[config.mk]
export PLATFORM = sky130hd
export DESIGN_NAME = camera_blob_writer_flat
export DESIGN_NICKNAME = d
export VERILOG_FILES = /design/src/rtl/camera_blob_pkg.sv /design/src/rtl/camera_blob_writer_if.sv /design/src/rtl/blob_accumulator.sv /design/src/rtl/camera_blob_writer.sv /design/src/flat_wrapper.sv
export SDC_FILE = /design/constraint.sdc
export NUM_CORES = 1
export LEC_CHECK = 0
export ABC_AREA = 1
export BUFFER_PORTS_ARGS = -buffer_cell sky130_fd_sc_hd__clkbuf_2
export CAP_MARGIN = 20
export CORE_UTILIZATION = 28
export CTS_CLUSTER_SIZE = 10
export DETAILED_ROUTE_END_ITERATION = 10
export MAX_ROUTING_LAYER = met4
export SLEW_MARGIN = 20
export SYNTH_ARGS = -nofsm -noshare
export SYNTH_HDL_FRONTEND = slang
export SYNTH_SLANG_ARGS = --single-unit
export TNS_END_PERCENT = 20
[constraint.sdc]
create_clock -name clk -period 2.63 [get_ports clk]
set_input_delay 0.526 -clock clk [delete_from_list [all_inputs] [get_ports clk]]
set_output_delay 0.526 -clock clk [all_outputs]
set_load 0.01 [all_outputs]
[src/rtl/camera_blob_pkg.sv]
// Shared definitions for the camera blob writer: FSM states, result-block word offsets,
// status word layout and burst length.
// Optional bounding-box words are enabled by defining CAMERA_BLOB_BBOX_EN.
package camera_blob_pkg;

    typedef enum logic [2:0] {
        StIdle,
        StWrSx,
        StWrSy,
        StWrCnt,
        StWrBb0,
        StWrBb1,
        StWrStat
    } state_e;

    // Byte offsets from the result block base address
    localparam logic [31:0] OFF_SX  = 32'd0;
    localparam logic [31:0] OFF_SY  = 32'd4;
    localparam logic [31:0] OFF_CNT = 32'd8;
    localparam logic [31:0] OFF_BB0 = 32'd12;
    localparam logic [31:0] OFF_BB1 = 32'd16;
`ifdef CAMERA_BLOB_BBOX_EN
    localparam logic [31:0] OFF_STAT  = 32'd20;
    localparam int unsigned BURST_LEN = 6;
`else
    localparam logic [31:0] OFF_STAT  = 32'd12;
    localparam int unsigned BURST_LEN = 4;
`endif

    // Status word field positions
    localparam int unsigned STAT_FOUND_BIT = 0;
    localparam int unsigned STAT_FCNT_LSB  = 8;
    localparam int unsigned STAT_OVR_LSB   = 24;

    function automatic logic [31:0] sat_add32(input logic [31:0] a, input logic [31:0] b);
        logic [32:0] s;
        s = {1'b0, a} + {1'b0, b};
        return s[32] ? 32'hFFFF_FFFF : s[31:0];
    endfunction

    function automatic logic [31:0] pack_status(input logic [7:0]  overrun,
                                                input logic [15:0] frame_cnt,
                                                input logic        found);
        logic [31:0] w;
        w = '0;
        w[STAT_OVR_LSB +: 8]   = overrun;
        w[STAT_FCNT_LSB +: 16] = frame_cnt;
        w[STAT_FOUND_BIT]      = found;
        return w;
    endfunction

endpackage

[src/rtl/camera_blob_writer_if.sv]
// Pixel stream in, shared-memory host write port out.
// master: the blob writer; slave: the pixel source / memory side.
interface camera_blob_writer_if;
    logic        pix_valid;
    logic [7:0]  pix_luma;
    logic        line_end;
    logic        frame_start;
    logic        frame_end;
    logic [31:0] camera_addr;
    logic [31:0] camera_dout;
    logic        camera_mwe;
    logic        busy;

    modport master (
        input  pix_valid, pix_luma, line_end, frame_start, frame_end,
        output camera_addr, camera_dout, camera_mwe, busy
    );

    modport slave (
        output pix_valid, pix_luma, line_end, frame_start, frame_end,
        input  camera_addr, camera_dout, camera_mwe, busy
    );
endinterface

[src/rtl/blob_accumulator.sv]
// Per-frame centroid moment accumulator: x/y position counters, threshold compare,
// saturating sums and pixel count, optional bounding box (CAMERA_BLOB_BBOX_EN).
// Outputs are the values including this cycle's pixel but before any frame_start clear,
// so a coincident frame_end snapshot sees the complete frame.
module blob_accumulator
    import camera_blob_pkg::*;
#(
    parameter logic [7:0]  THRESH = 8'hC0,
    parameter int unsigned X_W    = 10,
    parameter int unsigned Y_W    = 9
) (
    input  logic        clk,
    input  logic        reset_n,
    input  logic        pix_valid,
    input  logic [7:0]  pix_luma,
    input  logic        line_end,
    input  logic        frame_start,
    output logic [31:0] sum_x,
    output logic [31:0] sum_y,
    output logic [31:0] count
`ifdef CAMERA_BLOB_BBOX_EN
    ,
    output logic [31:0] bbox0,
    output logic [31:0] bbox1
`endif
);

    logic [X_W-1:0] x_q, x_d;
    logic [Y_W-1:0] y_q, y_d;
    logic [31:0]    sx_q, sx_d, sx_upd;
    logic [31:0]    sy_q, sy_d, sy_upd;
    logic [31:0]    cnt_q, cnt_d, cnt_upd;
    logic           hit;

    assign hit = pix_valid && (pix_luma >= THRESH);

    // Pixel update first, then line_end, then frame_start has the final word
    always_comb begin
        sx_upd  = hit ? sat_add32(sx_q, 32'(x_q)) : sx_q;
        sy_upd  = hit ? sat_add32(sy_q, 32'(y_q)) : sy_q;
        cnt_upd = hit ? sat_add32(cnt_q, 32'd1) : cnt_q;
        sx_d    = frame_start ? '0 : sx_upd;
        sy_d    = frame_start ? '0 : sy_upd;
        cnt_d   = frame_start ? '0 : cnt_upd;

        x_d = x_q;
        if (pix_valid && (x_q != '1)) x_d = x_q + 1'b1;
        if (line_end)                 x_d = '0;
        if (frame_start)              x_d = '0;

        y_d = y_q;
        if (line_end && (y_q != '1)) y_d = y_q + 1'b1;
        if (frame_start)             y_d = '0;
    end

    // Position counters and moment accumulators
    always_ff @(posedge clk or negedge reset_n) begin
        if (!reset_n) begin
            x_q   <= '0;
            y_q   <= '0;
            sx_q  <= '0;
            sy_q  <= '0;
            cnt_q <= '0;
        end else begin
            x_q   <= x_d;
            y_q   <= y_d;
            sx_q  <= sx_d;
            sy_q  <= sy_d;
            cnt_q <= cnt_d;
        end
    end

    assign sum_x = sx_upd;
    assign sum_y = sy_upd;
    assign count = cnt_upd;

`ifdef CAMERA_BLOB_BBOX_EN
    logic [X_W-1:0] min_x_q, min_x_upd, max_x_q, max_x_upd;
    logic [Y_W-1:0] min_y_q, min_y_upd, max_y_q, max_y_upd;

    // Bounding box of ball pixels; an empty frame reads min=all-ones, max=0
    always_comb begin
        min_x_upd = (hit && (x_q < min_x_q)) ? x_q : min_x_q;
        max_x_upd = (hit && (x_q > max_x_q)) ? x_q : max_x_q;
        min_y_upd = (hit && (y_q < min_y_q)) ? y_q : min_y_q;
        max_y_upd = (hit && (y_q > max_y_q)) ? y_q : max_y_q;
    end

    // Bounding box registers
    always_ff @(posedge clk or negedge reset_n) begin
        if (!reset_n) begin
            min_x_q <= '1;
            max_x_q <= '0;
            min_y_q <= '1;
            max_y_q <= '0;
        end else if (frame_start) begin
            min_x_q <= '1;
            max_x_q <= '0;
            min_y_q <= '1;
            max_y_q <= '0;
        end else begin
            min_x_q <= min_x_upd;
            max_x_q <= max_x_upd;
            min_y_q <= min_y_upd;
            max_y_q <= max_y_upd;
        end
    end

    assign bbox0 = {16'(min_y_upd), 16'(min_x_upd)};
    assign bbox1 = {16'(max_y_upd), 16'(max_x_upd)};
`endif

endmodule

[src/rtl/camera_blob_writer.sv]
// Camera-to-physics shared memory writer: accumulates ball centroid moments per frame
// and at frame_end writes them as a burst of single-cycle host writes, status last.
// Define CAMERA_BLOB_BBOX_EN to add two bounding-box words before the status word.
module camera_blob_writer
    import camera_blob_pkg::*;
#(
    parameter logic [31:0] BASE_ADDR = 32'h0000_0000,
    parameter logic [7:0]  THRESH    = 8'hC0,
    parameter int unsigned X_W       = 10,
    parameter int unsigned Y_W       = 9
) (
    input logic                  clk,
    input logic                  reset_n,
    camera_blob_writer_if.master bus
);

    state_e      state_q, state_d;
    logic [31:0] acc_sx, acc_sy, acc_cnt;
    logic [31:0] sx_sh_q, sy_sh_q, cnt_sh_q;
    logic [15:0] frame_cnt_q;
    logic [7:0]  overrun_q;
    logic        accept, drop;

    assign accept = bus.frame_end && (state_q == StIdle);
    assign drop   = bus.frame_end && (state_q != StIdle);

`ifdef CAMERA_BLOB_BBOX_EN
    logic [31:0] acc_bb0, acc_bb1, bb0_sh_q, bb1_sh_q;
`endif

    blob_accumulator #(
        .THRESH (THRESH),
        .X_W    (X_W),
        .Y_W    (Y_W)
    ) u_acc (
        .clk         (clk),
        .reset_n     (reset_n),
        .pix_valid   (bus.pix_valid),
        .pix_luma    (bus.pix_luma),
        .line_end    (bus.line_end),
        .frame_start (bus.frame_start),
        .sum_x       (acc_sx),
        .sum_y       (acc_sy),
        .count       (acc_cnt)
`ifdef CAMERA_BLOB_BBOX_EN
        ,
        .bbox0       (acc_bb0),
        .bbox1       (acc_bb1)
`endif
    );

    // State, shadow snapshot and frame/overrun counters
    always_ff @(posedge clk or negedge reset_n) begin
        if (!reset_n) begin
            state_q     <= StIdle;
            sx_sh_q     <= '0;
            sy_sh_q     <= '0;
            cnt_sh_q    <= '0;
            frame_cnt_q <= '0;
            overrun_q   <= '0;
`ifdef CAMERA_BLOB_BBOX_EN
            bb0_sh_q    <= '0;
            bb1_sh_q    <= '0;
`endif
        end else begin
            state_q <= state_d;
            if (accept) begin
                sx_sh_q     <= acc_sx;
                sy_sh_q     <= acc_sy;
                cnt_sh_q    <= acc_cnt;
                frame_cnt_q <= frame_cnt_q + 16'd1;
`ifdef CAMERA_BLOB_BBOX_EN
                bb0_sh_q    <= acc_bb0;
                bb1_sh_q    <= acc_bb1;
`endif
            end
            if (drop && (overrun_q != 8'hFF)) overrun_q <= overrun_q + 8'd1;
        end
    end

    // Burst sequencing and host port drive; status carries the live overrun count
    always_comb begin
        state_d         = state_q;
        bus.camera_mwe  = 1'b0;
        bus.camera_addr = BASE_ADDR;
        bus.camera_dout = '0;
        bus.busy        = (state_q != StIdle);
        case (state_q)
            StIdle: begin
                if (bus.frame_end) state_d = StWrSx;
            end
            StWrSx: begin
                bus.camera_mwe  = 1'b1;
                bus.camera_addr = BASE_ADDR + OFF_SX;
                bus.camera_dout = sx_sh_q;
                state_d         = StWrSy;
            end
            StWrSy: begin
                bus.camera_mwe  = 1'b1;
                bus.camera_addr = BASE_ADDR + OFF_SY;
                bus.camera_dout = sy_sh_q;
                state_d         = StWrCnt;
            end
            StWrCnt: begin
                bus.camera_mwe  = 1'b1;
                bus.camera_addr = BASE_ADDR + OFF_CNT;
                bus.camera_dout = cnt_sh_q;
`ifdef CAMERA_BLOB_BBOX_EN
                state_d         = StWrBb0;
`else
                state_d         = StWrStat;
`endif
            end
`ifdef CAMERA_BLOB_BBOX_EN
            StWrBb0: begin
                bus.camera_mwe  = 1'b1;
                bus.camera_addr = BASE_ADDR + OFF_BB0;
                bus.camera_dout = bb0_sh_q;
                state_d         = StWrBb1;
            end
            StWrBb1: begin
                bus.camera_mwe  = 1'b1;
                bus.camera_addr = BASE_ADDR + OFF_BB1;
                bus.camera_dout = bb1_sh_q;
                state_d         = StWrStat;
            end
`endif
            StWrStat: begin
                bus.camera_mwe  = 1'b1;
                bus.camera_addr = BASE_ADDR + OFF_STAT;
                bus.camera_dout = pack_status(overrun_q, frame_cnt_q, cnt_sh_q != 32'd0);
                state_d         = StIdle;
            end
            default: state_d = StIdle;
        endcase
    end

endmodule
[src/flat_wrapper.sv]
// flat-port wrapper written by rule: the top's interface ports become plain ports
module camera_blob_writer_flat import camera_blob_pkg::*;
#(
    parameter logic [31:0] BASE_ADDR = 32'h0000_0000,
    parameter logic [7:0]  THRESH    = 8'hC0,
    parameter int unsigned X_W       = 10,
    parameter int unsigned Y_W       = 9
)
  (clk, reset_n, bus_pix_valid, bus_pix_luma, bus_line_end, bus_frame_start, bus_frame_end, bus_camera_addr, bus_camera_dout, bus_camera_mwe, bus_busy);
  camera_blob_writer_if bus_i ();
  input logic clk;
  input logic reset_n;
  input wire logic [$bits(bus_i.pix_valid)-1:0] bus_pix_valid;
  input wire logic [$bits(bus_i.pix_luma)-1:0] bus_pix_luma;
  input wire logic [$bits(bus_i.line_end)-1:0] bus_line_end;
  input wire logic [$bits(bus_i.frame_start)-1:0] bus_frame_start;
  input wire logic [$bits(bus_i.frame_end)-1:0] bus_frame_end;
  output wire logic [$bits(bus_i.camera_addr)-1:0] bus_camera_addr;
  output wire logic [$bits(bus_i.camera_dout)-1:0] bus_camera_dout;
  output wire logic [$bits(bus_i.camera_mwe)-1:0] bus_camera_mwe;
  output wire logic [$bits(bus_i.busy)-1:0] bus_busy;
  assign bus_i.pix_valid = bus_pix_valid;
  assign bus_i.pix_luma = bus_pix_luma;
  assign bus_i.line_end = bus_line_end;
  assign bus_i.frame_start = bus_frame_start;
  assign bus_i.frame_end = bus_frame_end;
  assign bus_camera_addr = bus_i.camera_addr;
  assign bus_camera_dout = bus_i.camera_dout;
  assign bus_camera_mwe = bus_i.camera_mwe;
  assign bus_busy = bus_i.busy;
  camera_blob_writer #(.BASE_ADDR(BASE_ADDR), .THRESH(THRESH), .X_W(X_W), .Y_W(Y_W)) u_core (.clk(clk), .reset_n(reset_n), .bus(bus_i));
endmodule
[Word-level counts from Yosys, hierarchy flattened]
Cells that the tools add are included.
Cells by class
  add/sub/neg operators: 7
  magnitude comparators: 1
  equal/unequal tests: 8
  muxes and demuxes: 19
  reductions and logical operators: 12
Operator list (number)
  2-to-1 mux 32 bit: 9
  one-hot mux 32 bit (4 select lines): 1
  adder 32 x 1 -> 33 bit, second input constant: 1
  adder 32 x 10 -> 33 bit: 1
  adder 32 x 9 -> 33 bit: 1
  nonzero test 32 bit: 1
  2-to-1 mux 10 bit: 3
  2-to-1 mux 9 bit: 2
  adder 16 x 1 -> 16 bit, second input constant: 1
  one-hot mux 3 bit (4 select lines): 1
  one-hot mux 4 bit (3 select lines): 1
  adder 10 x 1 -> 10 bit, second input constant: 1
  inequality test 10 bit, second input constant: 1
  adder 9 x 1 -> 9 bit, second input constant: 1
  inequality test 9 bit, second input constant: 1
  adder 8 x 1 -> 8 bit, second input constant: 1
  >= comparator 8 bit, second input constant: 1
  inequality test 8 bit, second input constant: 1
  equality test 3 x 2 -> 1 bit, second input constant: 2
  logical AND 1 bit: 6
  nonzero test 3 bit: 2
  OR reduction 4 bit: 1
  equality test 3 x 1 -> 1 bit, second input constant: 1
  equality test 3 bit, second input constant: 1
  5 further kinds: 5
Word-level totals
  bits in registers: 238
  input port bits: 14
  output and inout port bits: 66
  logic and storage cells: 58

[Longest topological paths before layout]
Gate-level depths: netlist of the first run.
  depth after elaboration: 5
  depth in mapped cells: 14

[Hierarchy]
A second synthesis of the first run with hierarchy kept.
Second synthesis, totals
  cells, all modules: 2125
  area total of the unflattened synthesis: 14671.6 um2
Modules (own cells, without submodules)
  blob_accumulator: instances 1, cells an instance 1330, area each 8562.0 um2, seq. area each 2877.8 um2
  camera_blob_writer: instances 1, cells an instance 795, area each 6109.6 um2, seq. area each 3078.0 um2

[Worst setup path before layout of the first run]
No wires, ideal clock.
  kind: register to register
  from: register u_core.u_acc.y_q[0]
  to: register u_core.sy_sh_q[23]
  library setup time: 117 ps
  arrival: 2034 ps
  required time: 2513 ps
  slack: 479 ps
  stages on the path, launching flop included: 14
  buffers on the path: 1
  cells stage by stage: dfrtp_1 -> ha_1 -> fa_1 -> nand2_1 -> nand2_1 -> nand3_1 -> nand2_1 -> nand2_1 -> nand2_4 -> nand4_4 -> buf_2 -> nand3_1 -> nand2_1 -> nand2_1
Between the ends
  word-level cells in the longest chain between the ends: 3
Ends and longest elaborated chain
  start, declared: RTL line blob_accumulator.sv:29  | logic [Y_W-1:0] y_q, y_d;
  start signal, assigned: RTL line blob_accumulator.sv:66  | y_q <= y_d;
  adder 32 x 9 -> 33 bit: RTL line camera_blob_pkg.sv:37  | s = {1'b0, a} + {1'b0, b};
  2-to-1 mux 32 bit: RTL line camera_blob_pkg.sv:38  | return s[32] ? 32'hFFFF_FFFF : s[31:0];
  2-to-1 mux 32 bit: RTL line blob_accumulator.sv:40  | sy_upd = hit ? sat_add32(sy_q, 32'(y_q)) : sy_q;
  end signal, assigned: RTL line camera_blob_writer.sv:69  | sy_sh_q <= acc_sy;
  end, declared: RTL line camera_blob_writer.sv:19  | logic [31:0] sx_sh_q, sy_sh_q, cnt_sh_q;
No other way between the ends.
A chain may end at the register's enable or synchronous reset.

[Worst setup path in the final report of the first run]
  from: register u_core.cnt_sh_q[28]
  to: output port bus_camera_dout[0]
Between the ends
  word-level cells in the longest chain between the ends: 2
Ends and longest elaborated chain
  start, declared: RTL line camera_blob_writer.sv:19
  start signal, assigned: RTL line camera_blob_writer.sv:70  | cnt_sh_q <= acc_cnt;
  nonzero test 32 bit: RTL line camera_blob_writer.sv:131  | bus.camera_dout = pack_status(overrun_q, frame_cnt_q, cnt_sh_q != 32'd0);
  one-hot mux 32 bit (4 select lines): RTL line camera_blob_writer.sv:88  | case (state_q)
  end, declared: RTL line flat_wrapper.sv:19  | output wire logic [$bits(bus_i.camera_dout)-1:0] bus_camera_dout;
No other way between the ends.

==> flow_summary_export.csv, run 1 <==
group,metric,value,unit
routing,drt_iter0_drc,1132,
place,dpl_cell_area,15300,sq um
logic_synthesis,yosys.area.top_type,"dfrtp_1",
power,p_seq_share,40.4,%
clock_network,numCtsBuffers,30,
worst_setup_path,crit_required,2.10,ns
power,peakVddDrop,418,uV
final_layout,fillers,5383,
final_layout,fin_nets,2094,
clock_network,cts_buffer_depth,3,
routing,drc,0,
floorplanning,num_rows,82,
final_layout,diodes,0,
hold_path,hold_class,"in -> reg",
logic_synthesis,yosysMostFrequentCell,"nand2_1",
place,dp_hpwl,31100,microns
worst_setup_path,cp.arrival,2.04,ns
worst_setup_path,critPathMaxStageDelay,0.42,ns
final_layout,layout-drive-gt1-share,10.3,%
global_route,track_usage,16.8,%
sta,finalSetupViolCount,0,
worst_setup_path,worstSetupStartpointType,"register",
clock_network,worstSkewPairLatency,0.56,ns
clock_network,cts_tree,"yes",
outcome,status,"finished, final reports clean",
clock_network,cts_root_buf,"clkbuf_16",
global_route,antenna_found_initial,0,
logic_synthesis,synthCells,1993,
place,io_buffers,43,
routing,viasPerCell,4.80,
sta,rsz0062_at_grt,"true",
floorplanning,start_util,28.4,%
worst_setup_path,endpoint_kind,"primary output",
flow_run,drv_cap,0,
logic_synthesis,syn-mean-instance-area,7.14,sq um
power,switching_share,32.3,%
sta,fmax,390,MHz
floorplanning,io_pins,80,
routing,avgRoutedWirePerCell,15.7,microns
global_route,overflow,0,
sta,period_minus_slack,2.56,ns
sta,fin_ws,0.0680,ns
worst_setup_path,path_class,"reg -> out",
power,powerDensity,659,nW/um^2
routing,wl,42900,microns
routing,ant_nets,0,
logic_synthesis,seq_area_frac_synth,41.9,%
logic_synthesis,ys_top_cells_by_count,"nand2_1, dfrtp_1, inv_1, nor2_1, nand3_1",
global_route,grt_pass1_wl,67000,microns
clock_network,clock-sinks,238,
worst_setup_path,reg2reg_slack,0.17,ns
logic_synthesis,synth_ff_type,"dfrtp_1",
sta,final_hold_viol_count,0,
power,leakagePower,8.22,nW
logic_synthesis,yosys.area.top_type_share,41.9,%
place,gp_congestion,0.933,
worst_setup_path,crit_top_cell,"nand4_1",
power,power.internal,7.39,mW
clock_network,path_clk_slew,0.06,ns
sta,tightest_slew,0.582,ns
logic_synthesis,yosys_register_bits,238,
worst_setup_path,cpLargestDelayFamily,"simple AND/OR/NAND/NOR gates",
logic_synthesis,synthDistinctLibCells,49,
logic_synthesis,yosysWarnings,0,
place,pre_cts_ws,0.133,ns
logic_synthesis,synthTopCellsByArea,"dfrtp_1, nand2_1, nand3_1, inv_1, nor2_1",
floorplanning,die_w,227,microns
final_layout,syn2layout_area_growth,16.5,%
logic_synthesis,syn_area,14200,sq um
floorplanning,dieArea,51700,sq um
worst_setup_path,crit_fanout,3,
routing,via_count,13100,
sta,max_slew_margin,61.2,%
global_route,grt_pass1_vias,12500,
power,p_switching,3.53,mW
logic_synthesis,async_flop_share,100,%
worst_setup_path,path_cells,"nor4_2, nand4_1, o21ai_2, nand4_1, clkbuf_2",
logic_synthesis,synth-edff-count,0,
routing,dr.pass1.iters,5,
floorplanning,fp.coreArea,50200,sq um
sta,min_period_over_period,97.4,%
worst_setup_path,crit_path_top_delay_cell,"dfrtp_1",
sta,drv_slew,0,
power,pwr-share-comb,24.1,%
global_route,grt_max_degree,71,
clock_network,cts_htree_levels,1,
worst_setup_path,cp_num_buf_inv,1,
final_layout,design_area,16600,sq um
floorplanning,fp.dieH,227,microns
power,power.share.clock,35.5,%
sta,clock_skew,0.0174,ns
-- tightest hold or removal path, cell delays in order --
cell      delay [ns]
clkbuf_2        0.10
inv_1           0.11
a21oi_1         0.08
-- layout by cell type (no fill, tap or decap), types with 25 or more instances in the layout --
master / instances
a21oi_1: 29
inv_1: 207
buf_4: 31
nand3_1: 158
nor3_1: 39
nand2_1: 693
clkbuf_2: 36
xor2_1: 47
nor2_1: 180
clkbuf_16: 35
ha_1: 25
dfrtp_1: 238
nand4_1: 63
o21ai_0: 46
conb_1: 30
-- sequential cells by signal, indices dropped and copies added, names as in the netlist --
name,flops
u_core.cnt_sh_q,32
u_core.sx_sh_q,32
u_core.sy_sh_q,32
u_core.u_acc.cnt_q,32
u_core.u_acc.sx_q,32
u_core.u_acc.sy_q,32
u_core.frame_cnt_q,16
u_core.u_acc.x_q,10
u_core.u_acc.y_q,9
u_core.overrun_q,8
u_core.state_q,3
-- cell type report --
| class | count | area (sq um) | share of cell area, % |
|---|---|---|---|
| sequential | 238 | 5960 | 35.9 |
| timing repair buffer | 93 | 840 | 5.07 |
| clock inverter | 4 | 20.0 | 0.121 |
| tap | 672 | 841 | 5.08 |
| clock buffer | 44 | 895 | 5.40 |
| multi-input combinational | 1475 | 7200 | 43.5 |
| inverter | 215 | 815 | 4.92 |
-- worst paths after layout --
kind                                      from                    end  cells after the start
max                        u_core.cnt_sh_q[28]     bus_camera_dout[0]                      5
min                              bus_frame_end      u_core.state_q[0]                      3
max reg2reg                u_core.u_acc.y_q[0]     u_core.sy_sh_q[20]                     13
min reg2reg                  u_core.sy_sh_q[9]      u_core.sy_sh_q[9]                      2
max in group asynchronous              reset_n  u_core.frame_cnt_q[9]                      3
min in group asynchronous              reset_n    u_core.u_acc.y_q[3]                      2
-- cells by family after synthesis --
group | count (synthesis) | synth area share [%]
other | 1 | 0.0264
multiplexers | 3 | 0.211
buffers and inverters | 310 | 9.18
XOR/XNOR | 56 | 3.45
AND/OR/NAND/NOR | 1221 | 37.2
flip-flops | 238 | 41.9
AO/OA/AOI/OAI | 137 | 5.62
adder cells (fa/ha/maj) | 27 | 2.48
-- routing by layer --
layer,routed length (microns),global-route usage [%],vias up
li1,-,-,6450
met1,20200,22.7,6319
met2,19400,26.1,319
met3,2270,2.52,57
met4,1040,4.52,0
met5,0,-,-
-- what timing repair did --
action,4_1_cts,5_1_grt
endpoints found under the setup margin,15,58
hold buffers,1,0
pin swaps,0,7
gates cloned,0,5
hold endpoints to repair,53,0
buffers inserted,0,10
resized for setup,8,34
-- power by group through the flow --
stage / registers [mW] / logic, mW / clock network [mW]
after floorplan: 4.32 / 1.33 / 0
after global placement: 4.42 / 2.08 / 0
after detailed placement: 4.44 / 2.12 / 0
after CTS: 4.38 / 2.16 / 3.96
after global routing: 4.44 / 2.90 / 4.12
final: 4.40 / 2.64 / 3.87
-- through the flow --
| stage | setup TNS (ns) | util (%) | total power [mW] | instances | hold slack [ns] |
|---|---|---|---|---|---|
| 6_report | 0 | 33.0 | 10.9 | 2741 | 0.297 |
| 5_1_grt | -0.199 | 33.0 | 11.5 | 2741 | 0.308 |
| 4_1_cts | -0.0678 | 32.4 | 10.5 | 2726 | 0.287 |
| 3_5_place_dp | 0 | 30.5 | 6.56 | 2677 | 0.466 |
| 3_3_place_gp | 0 | 30.5 | 6.51 | 2677 | 0.462 |
| 2_1_floorplan | 0 | - | 5.65 | 2022 | 0.230 |
Power figures use the tool's default switching activity.
==> run 2, diff against run 1 <==
- clock period: 2.63 -> 3.3 ns (I/O delays scaled with it)
==> run 2 against run 1 <==
Against the previous run:
- sequential share of layout area rose by 1.3 points
- hold slack got worse by 0.19 ns
- sequential power fell by 21%
- die area unchanged
- via count shrank 1.0%
- critical path depth up 3
- first-iteration DRC count decreased by 4.9%
- combinational power shrank 38%
==> flow_summary_export.csv, run 2 (synthesis gave the netlist of run 1 again) <==
group,metric,value,unit
clock_network,worstSkewPairLatency,0.55,ns
clock_network,hold_buffers,0,
sta,period_minus_slack,3.21,ns
final_layout,diodes,0,
floorplanning,io_pins,80,
final_layout,stdcell_count,2711,
final_layout,fillers,5380,
clock_network,path_clk_slew,0.06,ns
power,leakagePower,7.94,nW
global_route,antenna_found_initial,0,
final_layout,layout-drive-gt1-share,7.99,%
sta,finalSetupViolCount,0,
sta,tightest_slew,0.796,ns
power,powerDensity,504,nW/um^2
final_layout,fin_nets,2070,
sta,rsz0062_at_grt,"true",
power,peakVddDrop,355,uV
routing,avgRoutedWirePerCell,15.3,microns
worst_setup_path,path_class,"reg -> out",
clock_network,clock-sinks,238,
sta,setup_tns,0,ns
sta,drv_slew,0,
clock_network,numCtsBuffers,29,
place,dp_hpwl,31000,microns
global_route,grt_pass1_wl,66100,microns
floorplanning,dieArea,51700,sq um
clock_network,cts_root_buf,"clkbuf_16",
sta,clock_skew,0.0171,ns
floorplanning,fp.dieH,227,microns
worst_setup_path,crit_required,2.64,ns
routing,wl,41600,microns
sta,final_hold_viol_count,0,
clock_network,postCtsSetupRepairBufs,0,
routing,drc,0,
sta,min_period_over_period,97.4,%
worst_setup_path,cp.arrival,2.55,ns
final_layout,design_area,16000,sq um
routing,via_count,13000,
worst_setup_path,worstSetupStartpointType,"register",
clock_network,cts_tree,"yes",
clock_network,cts_resized,0,
place,dpl_cell_area,15200,sq um
clock_network,cts_htree_levels,1,
floorplanning,num_rows,82,
outcome,status,"finished, final reports clean",
routing,ant_nets,0,
routing,viasPerCell,4.80,
sta,max_slew_margin,46.9,%
sta,hold_ws,0.108,ns
place,dp_cells,2670,
global_route,overflow,0,
place,io_buffers,43,
final_layout,final_core_util,31.9,%
routing,dr.pass1.iters,5,
sta,fmax,311,MHz
floorplanning,fp.coreArea,50200,sq um
worst_setup_path,crit_fanout,16,
clock_network,cts_buffer_depth,3,
hold_path,hold_class,"in -> async",
floorplanning,start_util,28.4,%
routing,drt_iter0_drc,1077,
worst_setup_path,endpoint_kind,"primary output",
global_route,track_usage,16.6,%
global_route,grt_max_degree,83,
flow_run,drv_cap,0,
global_route,grt_pass1_vias,12300,
place,gp_congestion,0.948,
final_layout,final_cell_mix,"nand2_1, dfrtp_1, inv_1, nor2_1, nand3_1",
final_layout,syn2layout_area_growth,12.4,%
final_layout,layout_commonest_cell,"nand2_1",
floorplanning,die_w,227,microns
## run 2: cell types whose count changed in the layout (fill, tap and decap cells not counted), moves of 4 or more
cell	before	now
clkbuf_8	7	3
buf_4	31	25
clkbuf_2	36	42
buf_2	6	0
o2111ai_2	5	0
buf_12	13	3
clkbuf_16	35	29
o2111ai_1	7	12
## run 2: per-layer routing
metal  track usage, %  up-vias  wire [microns]
met5                -        -               0
met4             4.39        0             913
met3             2.25       51            2190
met2             25.2      330           18600
met1             23.0     6238           19900
li1                 -     6388               -
## run 2: final timing paths
kind	startpoint	endpoint	slack, ns	cells after the start
worst max-delay path	u_core.state_q[1]	bus_camera_dout[10]	0.09	8
min in group clk	bus_frame_start	u_core.u_acc.sx_q[5]	0.41	2
worst min register to register	u_core.sx_sh_q[23]	u_core.sx_sh_q[23]	0.48	2
worst min-delay path	reset_n	u_core.u_acc.y_q[1]	0.11	1
max in group asynchronous	reset_n	u_core.cnt_sh_q[21]	2.35	2
worst max register to register	u_core.u_acc.x_q[0]	u_core.sx_sh_q[14]	0.65	12
## run 2: report_power, final
part	internal, mW	switching [mW]	total (mW)
clock network	1.72	1.22	2.94
registers	3.23	0.245	3.47
logic	0.517	1.12	1.64
## run 2: critical path: stages, from the launching register on
cell and delay [ns]:
dfrtp_1 0.37, inv_2 0.08, nor2_1 0.12, inv_1 0.07
nor2_1 0.10, buf_4 0.23, inv_1 0.30, o2111ai_1 0.50
clkbuf_2 0.23
## run 2: final cells by class
type | count | area, sq um | area share, %
inverters | 215 | 808 | 5.05
clock buffers | 38 | 790 | 4.94
well taps | 672 | 841 | 5.26
flip-flops and latches | 238 | 5960 | 37.2
multi-input cells | 1474 | 7080 | 44.3
repair buffers | 71 | 473 | 2.96
clock inverters | 3 | 40.0 | 0.250
## run 2: through the flow
| stage | power, mW | setup WS [ns] |
|---|---|---|
| after floorplan | 4.50 | 1.15 |
| after global placement | 5.13 | 0.262 |
| after detailed placement | 5.16 | 0.308 |
| after CTS | 8.12 | 0.0763 |
| after global routing | 8.46 | -0.0276 |
| final | 8.05 | 0.0872 |
==> run 3, diff against run 2 <==
- CORE_UTILIZATION: 28 -> 45
==> run 3 against run 2 <==
Against the previous run:
- the run now ends with design-rule violations left
- via count decreased by 1.7%
- critical path depth unchanged
- cell count decreased by 9.9%
- cell area decreased by 1.8%
- sequential power about the same
- first-iteration DRC count decreased by 3.5%
- count of clock-buffer cells in the layout increased by 3
- critical path type unchanged
==> flow_summary_export.csv, run 3 (synthesis gave the netlist of run 1 again) <==
group,metric,value,unit
sta,min_period_over_period,93.0,%
place,dp_hpwl,29700,microns
worst_setup_path,crit_required,2.64,ns
global_route,grt_pass1_vias,12200,
sta,setup_tns,0,ns
worst_setup_path,path_class,"reg -> out",
clock_network,cts_tree,"yes",
worst_setup_path,cpLargestDelayFamily,"buffers and inverters",
worst_setup_path,cp.arrival,2.41,ns
sta,hold_ws,0.135,ns
place,gp_congestion,0.947,
sta,period_minus_slack,3.07,ns
worst_setup_path,reg2reg_depth,12,
floorplanning,die_w,180,microns
clock_network,cts_htree_levels,1,
clock_network,postCtsSetupRepairBufs,0,
clock_network,cts_buffer_depth,3,
outcome,violations,"design-rule violations",
sta,finalSetupViolCount,0,
sta,final_hold_viol_count,0,
sta,clock_skew,0.0114,ns
routing,avgRoutedWirePerCell,16.3,microns
sta,tightest_slew,0.834,ns
clock_network,clock-sinks,238,
routing,wl_met2,17800,microns
global_route,grt_max_degree,89,
routing,viasPerCell,5.23,
floorplanning,dieArea,32300,sq um
hold_path,hold_class,"in -> async",
power,peakVddDrop,461,uV
power,leakagePower,7.96,nW
place,io_buffers,43,
routing,drt_iter0_drc,1039,
global_route,overflow,0,
sta,drv_slew,0,
floorplanning,fp.coreArea,30800,sq um
routing,wl_met3,1920,microns
final_layout,syn2layout_area_growth,10.4,%
final_layout,fin_nets,2072,
worst_setup_path,critPathMaxStageDelay,0.45,ns
clock_network,cts_root_buf,"clkbuf_16",
clock_network,cts_resized,0,
final_layout,fillers,3107,
routing,drc,12,
final_layout,diodes,0,
routing,dr.pass1.iters,8,
global_route,grt_pass1_wl,65100,microns
worst_setup_path,path_cells,"inv_2, nor2_1, inv_1, nor2_1, inv_1, o22ai_1, a221o_1, clkbuf_2",
worst_setup_path,crit_path_top_delay_cell,"inv_1",
clock_network,worstSkewPairLatency,0.55,ns
final_layout,final_cell_mix,"nand2_1, dfrtp_1, inv_1, nor2_1, nand3_1",
worst_setup_path,r2r_start,"u_core.u_acc.y_q[0]",
worst_setup_path,reg2reg_slack,0.62,ns
routing,via_count,12800,
clock_network,path_clk_slew,0.06,ns
sta,max_slew_margin,44.4,%
final_layout,layout_commonest_cell,"nand2_1",
clock_network,numCtsBuffers,30,
worst_setup_path,endpoint_kind,"primary output",
routing,wl_met1,19300,microns
floorplanning,fp.dieH,180,microns
floorplanning,start_util,46.1,%
worst_setup_path,crit_path_start,"u_core.state_q[1]",
routing,ant_nets,0,
worst_setup_path,reg2reg_to,"u_core.sy_sh_q[29]",
worst_setup_path,cp_num_buf_inv,4,
routing,top_layer_used,"met4",
sta,rsz0062_at_grt,"false",
global_route,antenna_found_initial,0,
final_layout,layout-drive-gt1-share,8.21,%
flow_run,drv_cap,0,
power,powerDensity,512,nW/um^2
floorplanning,num_rows,64,
floorplanning,io_pins,80,
worst_setup_path,cp_num_cells,8,
routing,wl,39800,microns
global_route,track_usage,25.9,%
clock_network,hold_buffers,0,
sta,fmax,326,MHz
outcome,status,"finished, violations left",
worst_setup_path,crit_fanout,16,
worst_setup_path,worstSetupStartpointType,"register",
==> run 3: layout make-up <==
cell class / instances / area (sq um) / share of cell area, %
Sequential cell: 238 / 5960 / 37.9
Clock inverter: 6 / 32.5 / 0.207
Clock buffer: 41 / 833 / 5.31
Timing Repair Buffer: 72 / 493 / 3.14
Inverter: 215 / 808 / 5.15
Tap cell: 396 / 495 / 3.16
Multi-Input combinational cell: 1474 / 7080 / 45.1
==> run 3: per-stage QoR <==
stage	worst slack, ns	power, mW	instances	utilization (%)	instance area, sq um
4_1_cts	0.190	8.14	2442	50.9	15700
3_5_place_dp	0.644	5.15	2395	48.1	14800
6_report	0.231	8.04	2442	50.9	15700
3_3_place_gp	0.630	5.13	2395	48.1	14800
2_1_floorplan	1.15	4.50	2022	-	14300
5_1_grt	0.0534	8.46	2442	50.9	15700
==> run 3: metal layers <==
| layer | track usage [%] | vias up |
|---|---|---|
| met5 | - | - |
| met3 | 3.12 | 42 |
| met2 | 40.2 | 297 |
| met4 | 5.17 | 0 |
| met1 | 36.3 | 6067 |
| li1 | - | 6375 |
==> run 3: how the worst max path moves through the flow <==
stage / end / slack, ns
floorplan: u_core.sy_sh_q[23] / 1.15
global placement: u_core.sy_sh_q[29] / 0.63
detailed placement: u_core.sy_sh_q[29] / 0.64
CTS: bus_camera_dout[26] / 0.19
global route: bus_camera_dout[10] / 0.05
finish: bus_camera_dout[26] / 0.23
==> run 3: worst reg2reg max path: stages (launching register included) <==
cell	delay, ns
dfrtp_1	0.41
ha_1	0.25
fa_1	0.45
nand2_1	0.09
nand2_1	0.09
nand3_1	0.10
nand2_1	0.11
nand2_1	0.12
nand2_4	0.11
nand4_1	0.38
nand3_1	0.28
nand2_1	0.13
nand2_1	0.05
==> run 3: power breakdown <==
group	internal [mW]	leakage [nW]	switching (mW)
Clock	1.73	0.426	1.21
Sequential	3.23	3.22	0.244
Combinational	0.523	4.32	1.10
